<file path="src/rtl/hdmi_tx_init_sequencer.sv">
// Power-up and hot-plug configuration sequencer for the HDMI transmitter.
// Streams a fixed register table to an I2C byte-write master and retries NACKed writes.
module hdmi_tx_init_sequencer #(
    parameter logic [7:0] DEV_ADDR       = 8'h72,
    parameter int         TABLE_LEN      = 12,
    parameter int         WAIT_CYCLES    = 5_000_000,
    parameter int         RETRY_GAP      = 2_500,
    parameter int         MAX_RETRIES    = 3,
    parameter bit         INT_ACTIVE_LOW = 1'b1
) (
    input  logic       clock_25,
    input  logic       reset,
    input  logic       interrupt,
    output logic       wr_req,
    output logic [7:0] wr_dev_addr,
    output logic [7:0] wr_reg_addr,
    output logic [7:0] wr_data,
    input  logic       wr_ack,
    input  logic       wr_nack,
    output logic       busy,
    output logic       config_done,
    output logic       config_error,
    output logic [3:0] entry_index,
    output logic [2:0] fsm_state
);

    typedef enum logic [2:0] {
        S_WAIT  = 3'd0,
        S_ISSUE = 3'd1,
        S_NEXT  = 3'd2,
        S_GAP   = 3'd3,
        S_DONE  = 3'd4,
        S_ERROR = 3'd5
    } state_t;

    localparam logic [31:0] WAIT_LAST = 32'(WAIT_CYCLES - 1);
    localparam logic [31:0] GAP_LAST  = 32'(RETRY_GAP - 1);
    localparam logic [7:0]  RETRY_MAX = 8'(MAX_RETRIES);
    localparam logic [3:0]  LAST_IDX  = 4'(TABLE_LEN - 1);
    localparam logic        INT_IDLE  = INT_ACTIVE_LOW;

    state_t      state;
    logic [31:0] cnt;
    logic [3:0]  idx;
    logic [7:0]  retries;
    logic        pending;
    logic        int_s1, int_s2, int_s3;
    logic        int_event;
    logic        pend_now;

    function automatic logic [15:0] table_entry(input logic [3:0] i);
        case (i)
            4'd0:    table_entry = 16'h4110;
            4'd1:    table_entry = 16'h9803;
            4'd2:    table_entry = 16'h9AE0;
            4'd3:    table_entry = 16'h9C30;
            4'd4:    table_entry = 16'h9D61;
            4'd5:    table_entry = 16'hA2A4;
            4'd6:    table_entry = 16'hA3A4;
            4'd7:    table_entry = 16'hE0D0;
            4'd8:    table_entry = 16'hF900;
            4'd9:    table_entry = 16'h1500;
            4'd10:   table_entry = 16'h1630;
            4'd11:   table_entry = 16'hAF06;
            default: table_entry = 16'h0000;
        endcase
    endfunction

    // int_s3 holds the previous synchronised level so an assertion edge is a one-cycle event.
    always_ff @(posedge clock_25) begin
        if (reset) begin
            int_s1 <= INT_IDLE;
            int_s2 <= INT_IDLE;
            int_s3 <= INT_IDLE;
        end else begin
            int_s1 <= interrupt;
            int_s2 <= int_s1;
            int_s3 <= int_s2;
        end
    end

    assign int_event   = (int_s2 != INT_IDLE) && (int_s3 == INT_IDLE);
    assign pend_now    = pending | int_event;
    assign wr_dev_addr = DEV_ADDR;
    assign entry_index = idx;
    assign fsm_state   = state;

    // Handshake: wr_req rises with stable reg/data and holds until one wr_ack or wr_nack pulse
    // is sampled in ISSUE; responses arriving in any other state (wr_req low) are ignored.
    always_ff @(posedge clock_25) begin
        if (reset) begin
            state        <= S_WAIT;
            cnt          <= '0;
            idx          <= '0;
            retries      <= '0;
            pending      <= 1'b0;
            wr_req       <= 1'b0;
            wr_reg_addr  <= '0;
            wr_data      <= '0;
            busy         <= 1'b1;
            config_done  <= 1'b0;
            config_error <= 1'b0;
        end else begin
            if (int_event) pending <= 1'b1;
            case (state)
                S_WAIT: begin
                    pending <= 1'b0;
                    if (cnt == WAIT_LAST) begin
                        cnt                    <= '0;
                        idx                    <= '0;
                        retries                <= '0;
                        {wr_reg_addr, wr_data} <= table_entry(4'd0);
                        wr_req                 <= 1'b1;
                        state                  <= S_ISSUE;
                    end else begin
                        cnt <= cnt + 32'd1;
                    end
                end
                S_ISSUE: begin
                    if (wr_nack || wr_ack) begin
                        wr_req <= 1'b0;
                        if (pend_now) begin
                            state   <= S_WAIT;
                            cnt     <= '0;
                            pending <= 1'b0;
                        end else if (wr_nack) begin
                            if (retries == RETRY_MAX) begin
                                state        <= S_ERROR;
                                busy         <= 1'b0;
                                config_error <= 1'b1;
                            end else begin
                                retries <= retries + 8'd1;
                                cnt     <= '0;
                                state   <= S_GAP;
                            end
                        end else if (idx == LAST_IDX) begin
                            state       <= S_DONE;
                            busy        <= 1'b0;
                            config_done <= 1'b1;
                        end else begin
                            idx     <= idx + 4'd1;
                            retries <= '0;
                            state   <= S_NEXT;
                        end
                    end
                end
                S_NEXT: begin
                    {wr_reg_addr, wr_data} <= table_entry(idx);
                    wr_req                 <= 1'b1;
                    state                  <= S_ISSUE;
                end
                S_GAP: begin
                    if (pend_now) begin
                        state   <= S_WAIT;
                        cnt     <= '0;
                        pending <= 1'b0;
                    end else if (cnt == GAP_LAST) begin
                        cnt    <= '0;
                        wr_req <= 1'b1;
                        state  <= S_ISSUE;
                    end else begin
                        cnt <= cnt + 32'd1;
                    end
                end
                S_DONE, S_ERROR: begin
                    if (pend_now) begin
                        state        <= S_WAIT;
                        cnt          <= '0;
                        pending      <= 1'b0;
                        busy         <= 1'b1;
                        config_done  <= 1'b0;
                        config_error <= 1'b0;
                    end
                end
                default: begin
                    state  <= S_WAIT;
                    cnt    <= '0;
                    wr_req <= 1'b0;
                    busy   <= 1'b1;
                end
            endcase
        end
    end

endmodule

</file>
<file path="config.mk">
export PLATFORM = sky130hd
export DESIGN_NAME = hdmi_tx_init_sequencer
export DESIGN_NICKNAME = d
export VERILOG_FILES = /design/src/rtl/hdmi_tx_init_sequencer.sv
export SDC_FILE = /design/constraint.sdc
export NUM_CORES = 1
export LEC_CHECK = 0
export CAP_MARGIN = 20
export CORE_MARGIN = 2
export CORE_UTILIZATION = 45
export DETAILED_ROUTE_END_ITERATION = 10
export SLEW_MARGIN = 25
export SYNTH_ARGS = -nofsm -noshare
export SYNTH_HDL_FRONTEND = slang
export SYNTH_SLANG_ARGS = --single-unit
</file>
<file path="constraint.sdc">
create_clock -name clock_25 -period 4.05 [get_ports clock_25]
set_input_delay 0.81 -clock clock_25 [delete_from_list [all_inputs] [get_ports clock_25]]
set_output_delay 0.81 -clock clock_25 [all_outputs]
set_load 0.005 [all_outputs]
</file>
Word level (Yosys, flattened, before mapping)
Memory sizes are Yosys's and may differ from the RTL's. A register that Yosys moved wholly into a read port is not among the register bits. Index checks and enable logic that the tools add are counted.

Latch bits: 0. Register bits: 71. Input port bits: 5. RAM bits: 0. Memory bits (read-only): 240. Memories kept: 1.

Eq/ne operators: 27. Divide/modulo/power cells: 0. Shift-type cells: 0. Multiply operators: 0. $lt $le $gt $ge: 0. Bitwise logic cells: 5. Reduce and logical (&&, ||, !) cells: 18. Muxes and demuxes: 65. $add $sub $neg: 3.

Memory list: (no name shown) (depth 16, bits a word 15, read ports 1, clocked after Yosys merged registers in 1, write ports 0, line 52) `case (i)`.

Operator list (count): two-way mux 32 bit (8); one-hot mux 32 bit (5 select lines) (1); two-way mux 8 bit (8); one-hot mux 8 bit (2 select lines) (3); adder 32 x 1 -> 32 bit, second input constant (1); equality test 32 x 12 -> 1 bit, second input constant (1); equality test 32 x 23 -> 1 bit, second input constant (1); AND reduction 6 bit (5); two-way mux 4 bit (7); two-way mux 3 bit (9); two-way mux 1 bit (22); != test 2 bit, second input constant (11); != test 3 bit, second input constant (7); one-hot mux 3 bit (5 select lines) (1); AND reduction 5 bit (2); adder 8 x 1 -> 8 bit, second input constant (1); equality test 8 x 2 -> 1 bit, second input constant (1); one-hot mux 4 bit (2 select lines) (1); equality test 3 x 2 -> 1 bit, second input constant (2); equality test 3 bit, second input constant (2); one-hot mux 1 bit (3 select lines) (2); nonzero test 2 bit (3); OR reduction 3 bit (2); one-hot mux 1 bit (5 select lines) (1); other kinds (12) (16).

Longest topological paths before layout
Depth after elaboration: 8. Mapped depth: 11. Depth with buffers taken out: 10.

Least setup slack after synthesis
Ideal clock, no wire load.

Kind: input to register. Start: input port wr_nack. End: register with a tool-made name. Path buffers: 0. Stages: 9. Slack: 1.069 ns. Data required time: 3.920 ns. Data arrival time: 2.852 ns. Cells stage by stage: nand2b_1 -> or4_4 -> and2_0 -> a222oi_1 -> nor2_1 -> inv_1 -> ha_1 -> o21ai_0 -> o22ai_1.

RTL lines: start: declaration (line 19) `input logic wr_nack,`.

==> impl_metrics.env <==
export IMPL_critical_path_arrival_ns=3.49
export IMPL_clk_pin_slew_ns=0.09
export IMPL_final_cell_count_no_fill=663
export IMPL_wl_mm=10.3
export IMPL_finClkSkew_ns=0.0116
export IMPL_post_cts_setup_buffer_count=0
export IMPL_yosysWarningCount=0
export IMPL_place_area_sq_um=4710
export IMPL_synth_seq_cells=85
export IMPL_seqCellArea_sq_um=1700
export IMPL_synth_edf_count=0
export IMPL_drive_above_1_share_pct=8.43
export IMPL_numCtsBuffers=9
export IMPL_maxCapViolations=0
export IMPL_syn_inst=512
export IMPL_peakVddDrop_uv=191
export IMPL_final_cell_mix="dfxtp_1 (85), nor2_1 (72), xnor2_1 (33), clkdlybuf4s50_1 (30), nand3_1 (24)"
export IMPL_wl_met3_um=546
export IMPL_final_nets=543
export IMPL_coreArea_sq_um=9330
export IMPL_h_tree_depth=3
export IMPL_power_per_cell_area_nw_per_um2=347
export IMPL_met1_length_mm=4.68
export IMPL_n_fill_cell=898
export IMPL_routed_wl_met2_mm=4.83
export IMPL_route_vias_total=3789
export IMPL_area_growth_pct=13.6
export IMPL_max_freq_ghz=0.309
export IMPL_track_usage_pct=20.8
export IMPL_synth_flop_cell="dfxtp_1"
export IMPL_die_area_sq_um=10500
export IMPL_slew_limit_headroom_pct=35.3
export IMPL_clockBufferDepth=2
export IMPL_synth_top_cell_by_area="dfxtp_1"
export IMPL_grt_pass1_wl_mm=17.4
export IMPL_wl_per_cell_um=15.5
export IMPL_gp_congestion=0.882
export IMPL_grt_pass1_vias=3659
export IMPL_status="finished clean"
export IMPL_grt_overflow_total=0
export IMPL_synth_area_leaders="dfxtp_1 (39%), xnor2_1 (6.6%), nor2_1 (6.3%), nor4_1 (3.3%), nand3_1 (2.8%)"
export IMPL_placed_cells=647
export IMPL_path_class="in2reg"
export IMPL_viasPerCell=5.71
export IMPL_ant_nets=0
export IMPL_cts_tree="built"
export IMPL_rsz0062_at_grt="false"
export IMPL_ctsHoldBuffers=0
export IMPL_clock_sinks=85
export IMPL_drv_slew=0
export IMPL_cts_resized=0
export IMPL_pin_count=40
export IMPL_postSynthAreaPerCell_sq_um=8.50
export IMPL_clkLatencyLatePin_ns=0.36
export IMPL_syn_area_sq_um=4350
export IMPL_hold_path_class="reg2reg"
export IMPL_die_w_um=102
export IMPL_startpoint_type="input pin"
export IMPL_crit_required_ns=4.30
export IMPL_postLayoutCellArea_sq_um=4940
export IMPL_async_flop_share_pct=0
export IMPL_ys_seq_area_share_pct=39.1
export IMPL_diodes=0
export IMPL_hpwl_mm=7.16
export IMPL_drc_errors=0
export IMPL_top_layer_used="met4"
export IMPL_critPathCaptureType="register"
export IMPL_r2r_slack_ns=0.82
export IMPL_hold_viol=0
export IMPL_fin_crit_sh_pct=80.0
export IMPL_tightest_slew_ns=0.968
export IMPL_leakagePower_nw=1.67
export IMPL_die_y_um=102
export IMPL_drt_iter0_drc=157
export IMPL_period_needed_ns=3.24
export IMPL_yosysTopAreaCellShare_pct=39.1
export IMPL_clockRootBuffer="clkbuf_8"
export IMPL_final_common_cell="dfxtp_1"
export IMPL_portBuffers=30
export IMPL_grt_max_degree=33
export IMPL_ys_types=71
export IMPL_cp_max_fo=6
export IMPL_setup_viol=0
export IMPL_multi_input_area_sq_um=2420
export IMPL_row_count=35
export IMPL_initial_utilization_pct=46.7
export IMPL_dr_pass1_iters=5
export IMPL_antenna_found_initial=0
export IMPL_tns_ns=0
[cell type report]
| type | count | area share (%) |
|---|---|---|
| Multi-Input combinational cell | 374 | 48.9 |
| Sequential cell | 85 | 34.4 |
| Timing Repair Buffer | 37 | 7.14 |
| Tap cell | 129 | 3.27 |
| Clock buffer | 9 | 2.51 |
| Clock inverter | 7 | 2.08 |
| Inverter | 22 | 1.67 |
[critical path: stages]
cell,delay (ns)
clkdlybuf4s50_1,0.55
nand2b_1,0.16
or4_4,0.57
and2_0,0.17
a222oi_1,0.36
nor2_1,0.17
inv_1,0.14
ha_1,0.30
o21ai_0,0.13
o22ai_1,0.12
[per-stage QoR]
step                      hold WS (ns)  power (W)  setup WS [ns]  util (%)
after floorplan                  0.389    0.00100           1.07         -
after global routing             0.441    0.00179          0.547      53.0
after CTS                        0.427    0.00174          0.794      52.9
after detailed placement         0.401    0.00105          0.420      50.5
final                            0.421    0.00172          0.811      53.0
after global placement           0.402    0.00104          0.473      50.5
[Yosys cell counts (5+ instances only)]
cell	n
o21ai_0	15
a21oi_1	11
nand3_1	24
and2_1	6
ha_1	9
or2_2	7
a211oi_1	6
buf_4	10
inv_1	22
nand2_1	17
nor3_1	12
buf_2	7
nor4_1	23
a31oi_1	6
nor4b_1	9
nor2_1	73
nand4_1	13
clkbuf_1	20
a22oi_1	13
and3_1	5
xnor2_1	33
dfxtp_1	85
[cell families after synthesis]
kind of cell	Yosys count	synth area share, %
simple gates	221	27.7
compound gates	95	16.0
flops	85	39.1
buf+inv	60	6.24
xor+xnor	36	7.24
fa+ha+maj	9	2.59
mux	4	0.949
other cells	2	0.173
[routing by layer]
metal / global-route usage [%] / up-vias
met5: 0 / -
met4: 8.62 / 0
met3: 4.10 / 18
met2: 35.6 / 116
met1: 25.6 / 1776
li1: - / 1879
[path summary, 6_finish.rpt]
path / start / to / depth (start not counted)
worst max register to register: cnt[0] / register / 9
worst min register to register: int_s1 / int_s2 / 1
worst max-delay path: wr_ack / register / 10
worst min-delay path: int_s1 / int_s2 / 1
[report_power, final]
part	leakage [nW]	total [W]	switching, W	internal [W]
Sequential	0.686	0.000869	0.0000180	0.000851
Clock	0.117	0.000690	0.000333	0.000357
Combinational	0.869	0.000157	0.0000997	0.0000574
Power figures use the tool's default switching activity.
